==> src/rtl/cpu_pkg.sv <==
// Shared CPU definitions: datapath defaults, ALU operation codes and the
// forwarding-source select used by the ID/EX pipeline register.
package cpu_pkg;

    localparam int XLEN_DEFAULT   = 32;
    localparam int REG_AW_DEFAULT = 5;

    localparam logic [2:0] ALU_ADD = 3'b000;
    localparam logic [2:0] ALU_SUB = 3'b001;
    localparam logic [2:0] ALU_AND = 3'b010;
    localparam logic [2:0] ALU_OR  = 3'b011;
    localparam logic [2:0] ALU_SLT = 3'b101;

    typedef enum logic [1:0] {
        FWD_REG = 2'd0,
        FWD_EXM = 2'd1,
        FWD_WB  = 2'd2
    } fwd_sel_t;

endpackage

==> src/rtl/forward_unit.sv <==
// Per-source forwarding selector: picks EX/MEM over MEM/WB when either is
// writing the register being read; x0 is never forwarded.
module forward_unit
    import cpu_pkg::*;
#(
    parameter int REG_AW = REG_AW_DEFAULT
) (
    input  logic [REG_AW-1:0] src_i,
    input  logic              exm_reg_write_i,
    input  logic [REG_AW-1:0] exm_rd_i,
    input  logic              wb_reg_write_i,
    input  logic [REG_AW-1:0] wb_rd_i,
    output fwd_sel_t          sel_o
);

    always_comb begin
        // NOTE: default assignment first so every path drives sel_o and no latch is inferred.
        sel_o = FWD_REG;
        if (exm_reg_write_i && (exm_rd_i != '0) && (exm_rd_i == src_i)) begin
            sel_o = FWD_EXM;
        end else if (wb_reg_write_i && (wb_rd_i != '0) && (wb_rd_i == src_i)) begin
            sel_o = FWD_WB;
        end
    end

endmodule

==> src/rtl/id_ex_stage.sv <==
// ID/EX pipeline register with valid/ready handshake, flush and operand forwarding.
// Macro ID_EX_FWD_EN enables forwarding; without it a raw_hazard output is exported instead.
module id_ex_stage
    import cpu_pkg::*;
#(
    parameter int XLEN   = XLEN_DEFAULT,
    parameter int REG_AW = REG_AW_DEFAULT
) (
    input  logic              clk,
    input  logic              rst_n,
    input  logic              in_valid,
    output logic              in_ready,
    input  logic [XLEN-1:0]   in_rs1_data,
    input  logic [XLEN-1:0]   in_rs2_data,
    input  logic [REG_AW-1:0] in_rs1,
    input  logic [REG_AW-1:0] in_rs2,
    input  logic [REG_AW-1:0] in_rd,
    input  logic              in_reg_write,
    input  logic [2:0]        in_alu_ctrl,
    input  logic              in_alu_src,
    input  logic [XLEN-1:0]   in_imm,
    input  logic              flush,
    output logic              out_valid,
    input  logic              out_ready,
    output logic [XLEN-1:0]   ALUop1,
    output logic [XLEN-1:0]   RegOp2,
    output logic [2:0]        ALUctrl,
    output logic              ALUsrc,
    output logic [XLEN-1:0]   ImmOp,
    output logic [REG_AW-1:0] out_rd,
    output logic              out_reg_write,
    input  logic              exm_reg_write,
    input  logic [REG_AW-1:0] exm_rd,
    input  logic [XLEN-1:0]   exm_result,
    input  logic              wb_reg_write,
    input  logic [REG_AW-1:0] wb_rd,
    input  logic [XLEN-1:0]   wb_result
`ifndef ID_EX_FWD_EN
    ,
    output logic              raw_hazard
`endif
);

    logic              valid_q, valid_d;
    logic              capture;
    logic [XLEN-1:0]   rs1_data_q, rs2_data_q, imm_q;
    logic [REG_AW-1:0] rs1_q, rs2_q, rd_q;
    logic              reg_write_q, alu_src_q;
    logic [2:0]        alu_ctrl_q;
    fwd_sel_t          sel_rs1, sel_rs2;

    assign in_ready = !valid_q || out_ready;
    assign capture  = in_valid && in_ready && !flush;

    // Flush beats capture; an un-consumed entry holds, a consumed one drains.
    always_comb begin
        valid_d = valid_q;
        if (flush) begin
            valid_d = 1'b0;
        end else if (capture) begin
            valid_d = 1'b1;
        end else if (out_ready) begin
            valid_d = 1'b0;
        end
    end

    always_ff @(posedge clk or negedge rst_n) begin
        if (!rst_n) begin
            // NOTE: non-blocking assignments for all clocked state so every flop samples pre-edge values.
            valid_q <= 1'b0;
        end else begin
            valid_q <= valid_d;
        end
    end

    always_ff @(posedge clk or negedge rst_n) begin
        if (!rst_n) begin
            rs1_data_q  <= '0;
            rs2_data_q  <= '0;
            imm_q       <= '0;
            rs1_q       <= '0;
            rs2_q       <= '0;
            rd_q        <= '0;
            reg_write_q <= 1'b0;
            alu_src_q   <= 1'b0;
            alu_ctrl_q  <= ALU_ADD;
        end else if (capture) begin
            rs1_data_q  <= in_rs1_data;
            rs2_data_q  <= in_rs2_data;
            imm_q       <= in_imm;
            rs1_q       <= in_rs1;
            rs2_q       <= in_rs2;
            rd_q        <= in_rd;
            reg_write_q <= in_reg_write;
            alu_src_q   <= in_alu_src;
            alu_ctrl_q  <= in_alu_ctrl;
        end
    end

    assign out_valid     = valid_q;
    assign ALUctrl       = alu_ctrl_q;
    assign ALUsrc        = alu_src_q;
    assign ImmOp         = imm_q;
    assign out_rd        = rd_q;
    assign out_reg_write = reg_write_q && valid_q;

    forward_unit #(.REG_AW(REG_AW)) u_fwd_rs1 (
        .src_i           (rs1_q),
        .exm_reg_write_i (exm_reg_write),
        .exm_rd_i        (exm_rd),
        .wb_reg_write_i  (wb_reg_write),
        .wb_rd_i         (wb_rd),
        .sel_o           (sel_rs1)
    );

    forward_unit #(.REG_AW(REG_AW)) u_fwd_rs2 (
        .src_i           (rs2_q),
        .exm_reg_write_i (exm_reg_write),
        .exm_rd_i        (exm_rd),
        .wb_reg_write_i  (wb_reg_write),
        .wb_rd_i         (wb_rd),
        .sel_o           (sel_rs2)
    );

`ifdef ID_EX_FWD_EN
    // Operand muxes follow the live bypass buses, so a stalled entry picks up late results.
    always_comb begin
        ALUop1 = rs1_data_q;
        case (sel_rs1)
            FWD_EXM: ALUop1 = exm_result;
            FWD_WB:  ALUop1 = wb_result;
            default: ALUop1 = rs1_data_q;
        endcase
    end

    always_comb begin
        RegOp2 = rs2_data_q;
        case (sel_rs2)
            FWD_EXM: RegOp2 = exm_result;
            FWD_WB:  RegOp2 = wb_result;
            default: RegOp2 = rs2_data_q;
        endcase
    end
`else
    logic unused_results;

    assign ALUop1         = rs1_data_q;
    assign RegOp2         = rs2_data_q;
    assign raw_hazard     = valid_q && ((sel_rs1 != FWD_REG) || (sel_rs2 != FWD_REG));
    assign unused_results = ^{exm_result, wb_result};
`endif

endmodule

==> config.mk <==
export PLATFORM = sky130hd
export DESIGN_NAME = id_ex_stage
export DESIGN_NICKNAME = d
export VERILOG_FILES = /design/src/rtl/cpu_pkg.sv /design/src/rtl/forward_unit.sv /design/src/rtl/id_ex_stage.sv
export SDC_FILE = /design/constraint.sdc
export NUM_CORES = 1
export LEC_CHECK = 0
export BUFFER_PORTS_ARGS = -buffer_cell sky130_fd_sc_hd__buf_4
export CAP_MARGIN = 40
export CORE_AREA = 3 3 119 121
export DETAILED_ROUTE_END_ITERATION = 10
export DIE_AREA = 0 0 122 124
export PLACE_DENSITY = 0.71
export SLEW_MARGIN = 20
export SYNTH_ARGS = -nofsm -noshare
export SYNTH_HDL_FRONTEND = slang
export SYNTH_SLANG_ARGS = --single-unit
==> constraint.sdc <==
create_clock -name clk -period 1.5 [get_ports clk]
set_input_delay 0.3 -clock clk [delete_from_list [all_inputs] [get_ports clk]]
set_output_delay 0.3 -clock clk [all_outputs]
set_load 0.005 [all_outputs]
==> impl_metrics.env <==
export IMPL_die_x_um=122
export IMPL_cp_arrival_ns=1.60
export IMPL_yosysUniqueCellTypes=18
export IMPL_crit_required_ns=1.20
export IMPL_setup_viol=109
export IMPL_critPathLaunchType="register"
export IMPL_initialDrtViolationCount=144
export IMPL_clock_sinks=117
export IMPL_utilization=0.631
export IMPL_first_pass_iters=4
export IMPL_busiest_layer="met2"
export IMPL_fin_cells=764
export IMPL_cp_slowest_stage_delay_ns=0.43
export IMPL_synthFlopType="dfrtp_1"
export IMPL_path_class="register to primary output"
export IMPL_violations="setup timing"
export IMPL_grt_remaining_overflow=0
export IMPL_initial_core_util=0.368
export IMPL_postRouteAntennaNets=0
export IMPL_cp_slowest_cell="dfrtp_1"
export IMPL_fmax_ghz=0.527
export IMPL_mostFrequentLayoutCell="buf_4"
export IMPL_first_global_vias=3978
export IMPL_ir_drop_uv=727
export IMPL_outcome="finished with violations"
export IMPL_grt_total_usage=0.181
export IMPL_syn_area_per_cell_um2=16.9
export IMPL_cap_viol_max_count=0
export IMPL_ys_seq_area_frac=0.604
export IMPL_die_h_um=124
export IMPL_die_area_um2=15100
export IMPL_synthArstFlopShare=1.00
export IMPL_hold_viol=0
export IMPL_setup_ws_ns=-0.397
export IMPL_ios=306
export IMPL_cts_tree="yes"
export IMPL_nNetsFinal=772
export IMPL_path_delay_family="flip-flops"
export IMPL_cts_max_level=4
export IMPL_netlist_area_um2=4850
export IMPL_synth_edf_count=0
export IMPL_drc=0
export IMPL_vias=3484
export IMPL_slew_headroom=0.797
export IMPL_clockBufferDepth=2
export IMPL_grt_use_met2=0.312
export IMPL_via_per_inst=4.56
export IMPL_place_hpwl_um=9090
export IMPL_clk_pin_slew_worst_paths_ns=0.05
export IMPL_p_leak_nw=4.14
export IMPL_grt_max_degree=57
export IMPL_syn_nets=484
export IMPL_clock_skew_ns=0.00650
export IMPL_rsz0062_at_grt="yes"
export IMPL_grtUsageMet3=0.0595
export IMPL_grt_pass1_wl_um=21100
export IMPL_ys_seq_elements=117
export IMPL_hold_path_class="input port to register"
export IMPL_rows=42
export IMPL_powerDensity_nw_per_um2=1310
export IMPL_diodes=0
export IMPL_ys_warn_count=0
export IMPL_tightestPinTransition_ns=0.304
export IMPL_final_cell_mix="247 x buf_4, 117 x dfrtp_1, 116 x mux2_4, 20 x xor2_1"
export IMPL_endpoint_kind="primary output"
export IMPL_synthCells=287
export IMPL_placed_cells=714
export IMPL_area_growth_pct=71.8
export IMPL_slew_violations=0
export IMPL_fin_crit_ns=1.90
export IMPL_finalSetupTns_ns=-11.15
export IMPL_n_fill_cell=974
export IMPL_routed_wl_um=13400
export IMPL_met1_usage=0.214
export IMPL_port_buffers=241
export IMPL_worstPathMaxFanout=3
export IMPL_layout_drive_gt1_share=0.736
export IMPL_fin_crit_sh=1.26
export IMPL_fp_coreArea_um2=13200
export IMPL_power_mw=10.9
export IMPL_post_drt_wl_per_cell_um=17.6
export IMPL_cts_buffers=17
export IMPL_clock_latency_ns=0.39
export IMPL_cts_root_buf="clkbuf_16"
export IMPL_gp_congestion=0.853
export IMPL_path_buf_inv=1
export IMPL_crit_chain="xor2_1 > nor3_2 > a22oi_1 > o22ai_1 > buf_4"
export IMPL_grt_antenna_before_repair=0
-- layer usage --
| layer | wire [um] | share of wire | vias up |
|---|---|---|---|
| met5 | 0 | 0 | - |
| met3 | 892 | 0.066 | 14 |
| met4 | 165 | 0.012 | 0 |
| met1 | 5280 | 0.39 | 1748 |
| met2 | 7110 | 0.53 | 136 |
| li1 | - | - | 1586 |
-- state kept, by name, summed over array words and instances, names as in the netlist --
signal       cells
ALUop1          32
ImmOp           32
RegOp2          32
out_rd           5
rs1_q            5
rs2_q            5
ALUctrl          3
ALUsrc           1
out_valid        1
reg_write_q      1
-- report_power, final --
group          switching [mW]  internal [mW]
sequential              0.361           3.70
clock                    1.37           2.92
combinational           0.761           1.78
-- path summary, 6_finish.rpt --
path                       slack (ns)        from  cells past startpoint          to
min in group asynchronous        0.27       rst_n                      2   RegOp2[8]
min reg2reg                      0.51  ALUop1[29]                      1  ALUop1[29]
max reg2reg                     -0.21   out_valid                      7  ALUop1[13]
max                             -0.40    rs1_q[4]                      5  raw_hazard
min                              0.08       flush                      2   out_valid
max in group asynchronous        0.71       rst_n                      3   ImmOp[24]
-- cell families (layout without fill, tap and decap cells) --
| kind of cell | count (synthesis) | in the layout | share of synthesized area |
|---|---|---|---|
| flip-flops | 117 | 117 | 0.604 |
| multiplexers | 116 | 116 | 0.300 |
| XOR/XNOR | 20 | 20 | 0.0361 |
| AND/OR/NAND/NOR | 15 | 15 | 0.0186 |
| buffers and inverters | 14 | 315 | 0.0335 |
| AO/OA/AOI/OAI | 5 | 5 | 0.00748 |
-- stage by stage --
stage          area [um^2]  worst slack (ns)  hold WS [ns]
2_1_floorplan         4850           -0.0357       0.00441
3_3_place_gp          6960            -0.123         0.132
3_5_place_dp          6960            -0.136         0.135
4_1_cts               8410            -0.404        0.0514
5_1_grt               8330            -0.531        0.0734
6_report              8330            -0.397        0.0826
-- final cells by class --
class                   count  area (um^2)  area share
clock buffers              25          526      0.0631
clock inverters             7          115      0.0138
inverters                   1         3.75    0.000451
multi-input cells         156         2060       0.247
flip-flops and latches    117         2930       0.352
well taps                 176          220      0.0264
repair buffers            282         2480       0.298
-- worst reg2reg max path, cell delays in order (launching register included) --
cell and delay (ns):
dfrtp_1 0.38, nor2b_4 0.15, nor3b_4 0.22, buf_6 0.16, buf_12 0.14, buf_12 0.12, buf_8 0.12, mux2_4 0.30
-- what timing repair did --
item                       CTS  global route
hold endpoints to repair   117             0
cloned                       9             0
resized for setup          111            26
hold buffers                 1             0
setup buffers               16             3
setup endpoints to repair  108           119
pin swaps                    5             5
-- Yosys cell counts (all sizes together) (2+ instances only) --
cell    instances  area [um^2]
dfrtp         117         2930
buf            13          159
o211ai          2         15.0
a22oi           2         15.0
nor2            6         22.5
nor3            4         20.0
xor2           20          175
mux2          116         1460
or4             2         15.0
(Power assumes the default switching activity.)
